==> config.mk <==
export PLATFORM = sky130hd
export DESIGN_NAME = bus_arbiter2
export DESIGN_NICKNAME = d
export VERILOG_FILES = /design/src/rtl/bus_arbiter2.sv
export SDC_FILE = /design/constraint.sdc
export NUM_CORES = 1
export LEC_CHECK = 0
export CAP_MARGIN = 20
export CORE_AREA = 2 2 124 126
export DETAILED_ROUTE_END_ITERATION = 16
export DIE_AREA = 0 0 126 128
export DONT_BUFFER_PORTS = 1
export PLACE_DENSITY_LB_ADDON = 0.2
export SYNTH_ARGS = -nofsm -noshare
export SYNTH_HDL_FRONTEND = slang
export SYNTH_SLANG_ARGS = --single-unit
==> constraint.sdc <==
create_clock -name clk -period 2.6 [get_ports clk]
set_input_delay 0.39 -clock clk [delete_from_list [all_inputs] [get_ports clk]]
set_output_delay 0.39 -clock clk [all_outputs]
set_load 0.01 [all_outputs]
==> src/rtl/bus_arbiter2.sv <==
// bus_arbiter2: two-master bus arbiter with timeout fault; define ARB_ROUND_ROBIN_EN for round-robin tie-break.
module bus_arbiter2 #(
    parameter int unsigned TIMEOUT = 255
) (
    input  logic        clk,
    input  logic        rst,
    input  logic [31:0] m0_addr,
    input  logic [31:0] m1_addr,
    input  logic [31:0] m0_data_o,
    input  logic [31:0] m1_data_o,
    output logic [31:0] m0_data_i,
    output logic [31:0] m1_data_i,
    input  logic        m0_rd_n,
    input  logic        m0_wr_n,
    input  logic        m1_rd_n,
    input  logic        m1_wr_n,
    input  logic [3:0]  m0_be,
    input  logic [3:0]  m1_be,
    output logic        m0_rdy,
    output logic        m1_rdy,
    output logic        m0_acc_fault,
    output logic        m1_acc_fault,
    output logic [31:0] s_addr,
    output logic [31:0] s_data_o,
    input  logic [31:0] s_data_i,
    output logic        s_rd_n,
    output logic        s_wr_n,
    output logic [3:0]  s_be,
    input  logic        s_rdy,
    input  logic        s_acc_fault,
    output logic [1:0]  gnt,
    output logic        to_err
);
    typedef enum logic [1:0] {IDLE, GNT0, GNT1, FAULT} state_t;
    state_t     state_q, state_d;
    logic [7:0] cnt_q, cnt_d;
    logic       own_q, own_d;
    logic       req0, req1, pick1, own_req, done;
    logic       g0, g1, flt;
    assign req0    = ~m0_rd_n | ~m0_wr_n;
    assign req1    = ~m1_rd_n | ~m1_wr_n;
    assign own_req = own_q ? req1 : req0;
    assign done    = s_rdy | s_acc_fault;
`ifdef ARB_ROUND_ROBIN_EN
    logic last_q, last_d;
    // last_q = 1 means m1 owned last, so m0 wins the next tie
    assign pick1 = (req0 && req1) ? ~last_q : req1;
`else
    assign pick1 = ~req0 & req1;
`endif
    always_ff @(posedge clk) begin
        if (rst) begin
            state_q <= IDLE;
            cnt_q   <= 8'd0;
            own_q   <= 1'b0;
`ifdef ARB_ROUND_ROBIN_EN
            last_q  <= 1'b1;
`endif
        end else begin
            state_q <= state_d;
            cnt_q   <= cnt_d;
            own_q   <= own_d;
`ifdef ARB_ROUND_ROBIN_EN
            last_q  <= last_d;
`endif
        end
    end
    always_comb begin
        state_d = state_q;
        cnt_d   = cnt_q;
        own_d   = own_q;
`ifdef ARB_ROUND_ROBIN_EN
        last_d  = last_q;
`endif
        unique case (state_q)
            IDLE: begin
                if (req0 || req1) begin
                    state_d = pick1 ? GNT1 : GNT0;
                    own_d   = pick1;
                    cnt_d   = 8'd0;
`ifdef ARB_ROUND_ROBIN_EN
                    last_d  = pick1;
`endif
                end
            end
            GNT0, GNT1: begin
                // completion and abandon both take priority over timeout
                if (done || !own_req) state_d = IDLE;
                else if (cnt_q == 8'(TIMEOUT - 1)) state_d = FAULT;
                else cnt_d = cnt_q + 8'd1;
            end
            default: state_d = IDLE;
        endcase
    end
    assign g0  = state_q == GNT0;
    assign g1  = state_q == GNT1;
    assign flt = state_q == FAULT;
    assign s_addr       = g0 ? m0_addr : g1 ? m1_addr : 32'd0;
    assign s_data_o     = g0 ? m0_data_o : g1 ? m1_data_o : 32'd0;
    assign s_be         = g0 ? m0_be : g1 ? m1_be : 4'd0;
    assign s_rd_n       = g0 ? m0_rd_n : g1 ? m1_rd_n : 1'b1;
    assign s_wr_n       = g0 ? m0_wr_n : g1 ? m1_wr_n : 1'b1;
    assign m0_data_i    = s_data_i;
    assign m1_data_i    = s_data_i;
    assign m0_rdy       = g0 & s_rdy;
    assign m1_rdy       = g1 & s_rdy;
    assign m0_acc_fault = (g0 & s_acc_fault) | (flt & ~own_q);
    assign m1_acc_fault = (g1 & s_acc_fault) | (flt & own_q);
    assign gnt          = {g1 | (flt & own_q), g0 | (flt & ~own_q)};
    assign to_err       = flt;
endmodule

After elaboration in Yosys (flattened, before gate mapping)

Cells that the tools add are included.

Register bits after elaboration: 11
Input port bits: 176
Output and inout port bits: 141
Word-level logic and storage cells: 61

$add $sub $neg: 1
Equal/unequal tests: 8
Mux-type cells: 20
Bitwise operators: 20
Reduce and logical (&&, ||, !) cells: 9

Operator list:

| cell                  | count |
|---|---|
| $mux W32              | 4 |
| $mux W8               | 3 |
| $pmux W8 S2           | 1 |
| $add A8 B1 Y8 const B | 1 |
| $eq A8 B8 Y1 const B  | 1 |
| $mux W2               | 4 |
| $mux W4               | 2 |
| $and A1 B1 Y1         | 7 |
| $or A1 B1 Y1          | 7 |
| $ne A2 B2 Y1 const B  | 3 |
| $not A1 Y1            | 6 |
| $mux W1               | 5 |
| $eq A2 B2 Y1 const B  | 2 |
| $pmux W2 S2           | 1 |
| $reduce_and A2 Y1     | 2 |
| $reduce_and A4 Y1     | 1 |
| $ne A3 B3 Y1 const B  | 1 |
| $eq A2 B1 Y1 const B  | 1 |
| $logic_not A2 Y1      | 1 |
| $logic_or A1 B1 Y1    | 2 |
| $reduce_bool A2 Y1    | 1 |
| $reduce_or A2 Y1      | 1 |
| $logic_not A1 Y1      | 1 |

Depth between registers and ports, before layout

Depth after elaboration: 7
Mapped depth: 7
Gate-level depth less buffers: 7

Worst setup path after synthesis

Ideal clock, no wire load.

Path type: reg2out
Start: reg state_q[1]
End: out s_be[0]
Arrival time: 1.570 ns
Data required time: 2.210 ns
Setup slack: 0.640 ns
Stages on the path, launching flop included: 8
Path buffers: 3
Cell sequence: dfxtp_1 -> inv_1 -> ha_1 -> clkbuf_1 -> nor2b_1 -> clkbuf_1 -> buf_2 -> a22o_1

Cells in the longest elaborated chain, start to end: 3
Elaborated cells between the ends (all ways): 4
Those cells by class: eq/ne: 2; mux: 2

RTL lines:

| element                  | RTL line | text |
|---|---|---|
| start: declaration       | 35       | `state_t state_q, state_d;` |
| start signal: assignment | 60       | `state_q <= state_d;` |
| $eq A2 B2 Y1             | 96       | `assign g1 = state_q == GNT1;` |
| $mux W4                  | 100      | `assign s_be = g0 ? m0_be : g1 ? m1_be : 4'd0;` |
| $mux W4 (*)              | 100      |  |
| end: declaration         | 28       | `output logic [3:0] s_be,` |

Every way passes the cells marked *; elsewhere a longest branch is shown, timed or not.

Worst setup path in the final report

Start: reg state_q[1]
End: out s_data_o[17]

Cells in the longest elaborated chain, start to end: 3
Elaborated cells between the ends (all ways): 4
Those cells by class: eq/ne: 2; mux: 2

RTL lines:

| element          | RTL line | text |
|---|---|---|
| $eq A2 B2 Y1     | 96       |  |
| $mux W32         | 99       | `assign s_data_o = g0 ? m0_data_o : g1 ? m1_data_o : 32'd0;` |
| $mux W32 (*)     | 99       |  |
| end: declaration | 24       | `output logic [31:0] s_data_o,` |

Marks and branches as above.

==> qor.csv <==
stage,metric,value,unit
clocking,ctsResizeCount,0,
power_and_ir_drop,p_leak,0.629,nW
route,drt_pass1_iterations,5,
yosys,synth_xor_area_frac,0,
yosys,ys_types,38,
finish,drive_gt1_frac,0.102,
worst_setup_path,cp_max_fo,47,
status,status,"complete, no violations",
yosys,synth_top_family_by_area,compound AO/OA/AOI/OAI gates,
floorplan,die-area,16100,um2
yosys,netlist_area,1930,um2
route,drc_errors,0,
worst_setup_path,arrival,1890,ps
sta,rsz0062_at_grt,false,
sta,max_freq,439,MHz
worst_setup_path,cp_top_family,buffers and inverters,
finish,layout_common_cells,"68 x a22o_1, 11 x dfxtp_1, 10 x nand2_1, 10 x a21oi_1, 7 x nand3_1",
floorplan,die_width,126,um
placed_design,port_buffers,0,
floorplan,initial_core_util,0.130,
yosys,synth_nets,430,
sta,setup_violations,0,
clocking,cts_max_level,1,
clocking,cts_hold_buf,0,
finish,area_delta_synth_final,-9.59,%
global_route,first_global_vias,1584,
run,cap_violations,0,
global_route,track_usage,0.136,
sta,slew_headroom,0.595,
yosys,synthSimpleGateAreaFrac,0.135,
worst_setup_path,cpPeakStageDelay,430,ps
global_route,antenna_found_initial,0,
sta,hold_viol,0,
yosys,yosys_warnings,0,
placed_design,dp_hpwl,11100,um
placed_design,place_inst,360,
yosys,synth_compound_area_frac,0.407,
sta,finalCritPeriodShare,0.875,
yosys,synth_area_per_cell,7.79,um2
yosys,synth_flop_cell,dfxtp_1,
floorplan,die_h,128,um
clocking,clock-root-buffer,clkbuf_16,
sta,drv_slew,0,
yosys,ys_seq_area_frac,0.114,
yosys,synthMuxAreaShare,0.0104,
worst_setup_path,cp_num_buf_inv,2,
clocking,insertion_delay,240,ps
clocking,cts_buffers,3,
worst_hold_path,hp-class,input port to flip-flop,
yosys,ys_seq_elements,11,
worst_setup_path,cp-end-kind,output pin,
yosys,synth_fa_ha_area_frac,0.0389,
floorplan,core_area,14900,um2
worst_setup_path,start_kind,flip-flop,
placed_design,place.gp.congestion,0.784,
power_and_ir_drop,vdd_drop_max,256,uV
finish,instances_no_fill,364,
floorplan,num_rows,45,
floorplan,ios,317,
finish,n_antenna_cell,0,
clocking,tritoncts,done,
route,drtAntennaViolNets,0,
worst_setup_path,required,2210,ps
global_route,grt_start_max_net_pins,57,
sta,period_needed,2280,ps
finish,nets,359,
sta,setup_tns,0,ps
clocking,max-clock-path-buffers,2,
route,drt_iter0_markers,90,
route,routed_wl,12400,um
sta,worst_pin_slew,608,ps
yosys,synthArstFlopShare,0,
worst_setup_path,path_cells,inv_1 > ha_2 > nor2b_4 > buf_4 > a22o_1,
route,post_drt_wl_per_cell,34.1,um
clocking,clk_pin_slew,40,ps
finish,final_common_cell,a22o_1,
yosys,syn_inst,248,
sta,clock_skew,3.42,ps
global_route,grt-ovfl-total,0,
worst_setup_path,critical_path_class,flip-flop to output pin,
global_route,grt_pass1_wl,14400,um
clocking,numClockSinks,11,
route,vias,1731,
worst_setup_path,slowest_stage,a22o_1,
clocking,post-cts-setup-buffer-count,0,
route,vias_per_cell,4.76,
power_and_ir_drop,powerDensity,589,nW/um2
yosys,synth-edff-count,0,
-- final timing paths --
| kind | from | to | slack, ps | depth (start not counted) |
|---|---|---|---|---|
| hold / removal | rst | cnt_q[2]$_SDFFE_PP0P_ | 220 | 1 |
| setup reg to reg | state_q[0]$_SDFFE_PP0P_ | cnt_q[3]$_SDFFE_PP0P_ | 500 | 7 |
| hold reg to reg | cnt_q[6]$_SDFFE_PP0P_ | cnt_q[6]$_SDFFE_PP0P_ | 500 | 2 |
| setup / recovery | state_q[1]$_SDFFE_PP0P_ | s_data_o[17] | 320 | 5 |
-- logic make-up after synthesis --
kind of cell	count (synthesis)
flops	11
fa+ha+maj	6
compound gates	97
simple gates	45
buf+inv	87
mux	2
-- registers in the layout, indices dropped and copies added, names as in the netlist --
register and cells:
own_q 1, state_q 2, cnt_q 8
-- cells in the mapped netlist (2+ instances only) --
library cell,instances,area [um2]
a21o_1,4,30.0
mux2i_1,2,20.0
a22o_1,68,596
clkbuf_1,13,48.8
nand2b_1,3,18.8
a211oi_1,2,15.0
inv_1,6,22.5
buf_4,64,480
ha_1,6,75.1
nand2_1,10,37.5
a21oi_1,10,50.1
buf_2,3,15.0
o21ai_0,5,25.0
a31oi_1,2,12.5
and2_1,3,18.8
nor3b_1,2,15.0
nand3_1,7,35.0
o2bb2ai_1,2,17.5
nor3_2,2,20.0
nor2_1,6,22.5
dfxtp_1,11,220
-- cell type report --
type	count	area [um2]
fillers	1727	13100
multi-input cells	150	1150
well taps	188	235
flip-flops and latches	11	220
clock buffers	3	75.1
repair buffers	5	37.5
inverters	6	22.5
clock inverters	1	5.00
-- per-layer routing --
metal,wire (um),share of wire,track usage
met5,0,0,0
met3,3860,0.31,0.196
met4,148,0.012,0.0259
met2,4090,0.33,0.145
met1,4310,0.35,0.147
-- power by group --
| group | internal [mW] | leakage (nW) | switching, mW |
|---|---|---|---|
| Combinational | 0.164 | 0.498 | 0.400 |
| Clock | 0.203 | 0.0409 | 0.0737 |
| Sequential | 0.177 | 0.0892 | 0.0101 |
| Total | 0.544 | 0.629 | 0.484 |
-- per-stage QoR --
step | area [um2] | power (mW) | worst slack [ps] | util | hold slack [ps]
2_1_floorplan | 1930 | 0.669 | 640 | - | 459
5_1_grt | 1750 | 1.09 | 172 | 0.118 | 211
3_3_place_gp | 1670 | 0.747 | 587 | 0.112 | 465
4_1_cts | 1750 | 1.03 | 287 | 0.118 | 212
3_5_place_dp | 1670 | 0.747 | 501 | 0.112 | 464
6_report | 1750 | 1.03 | 324 | 0.118 | 220
Note: power is estimated with default switching activity, not from simulation.
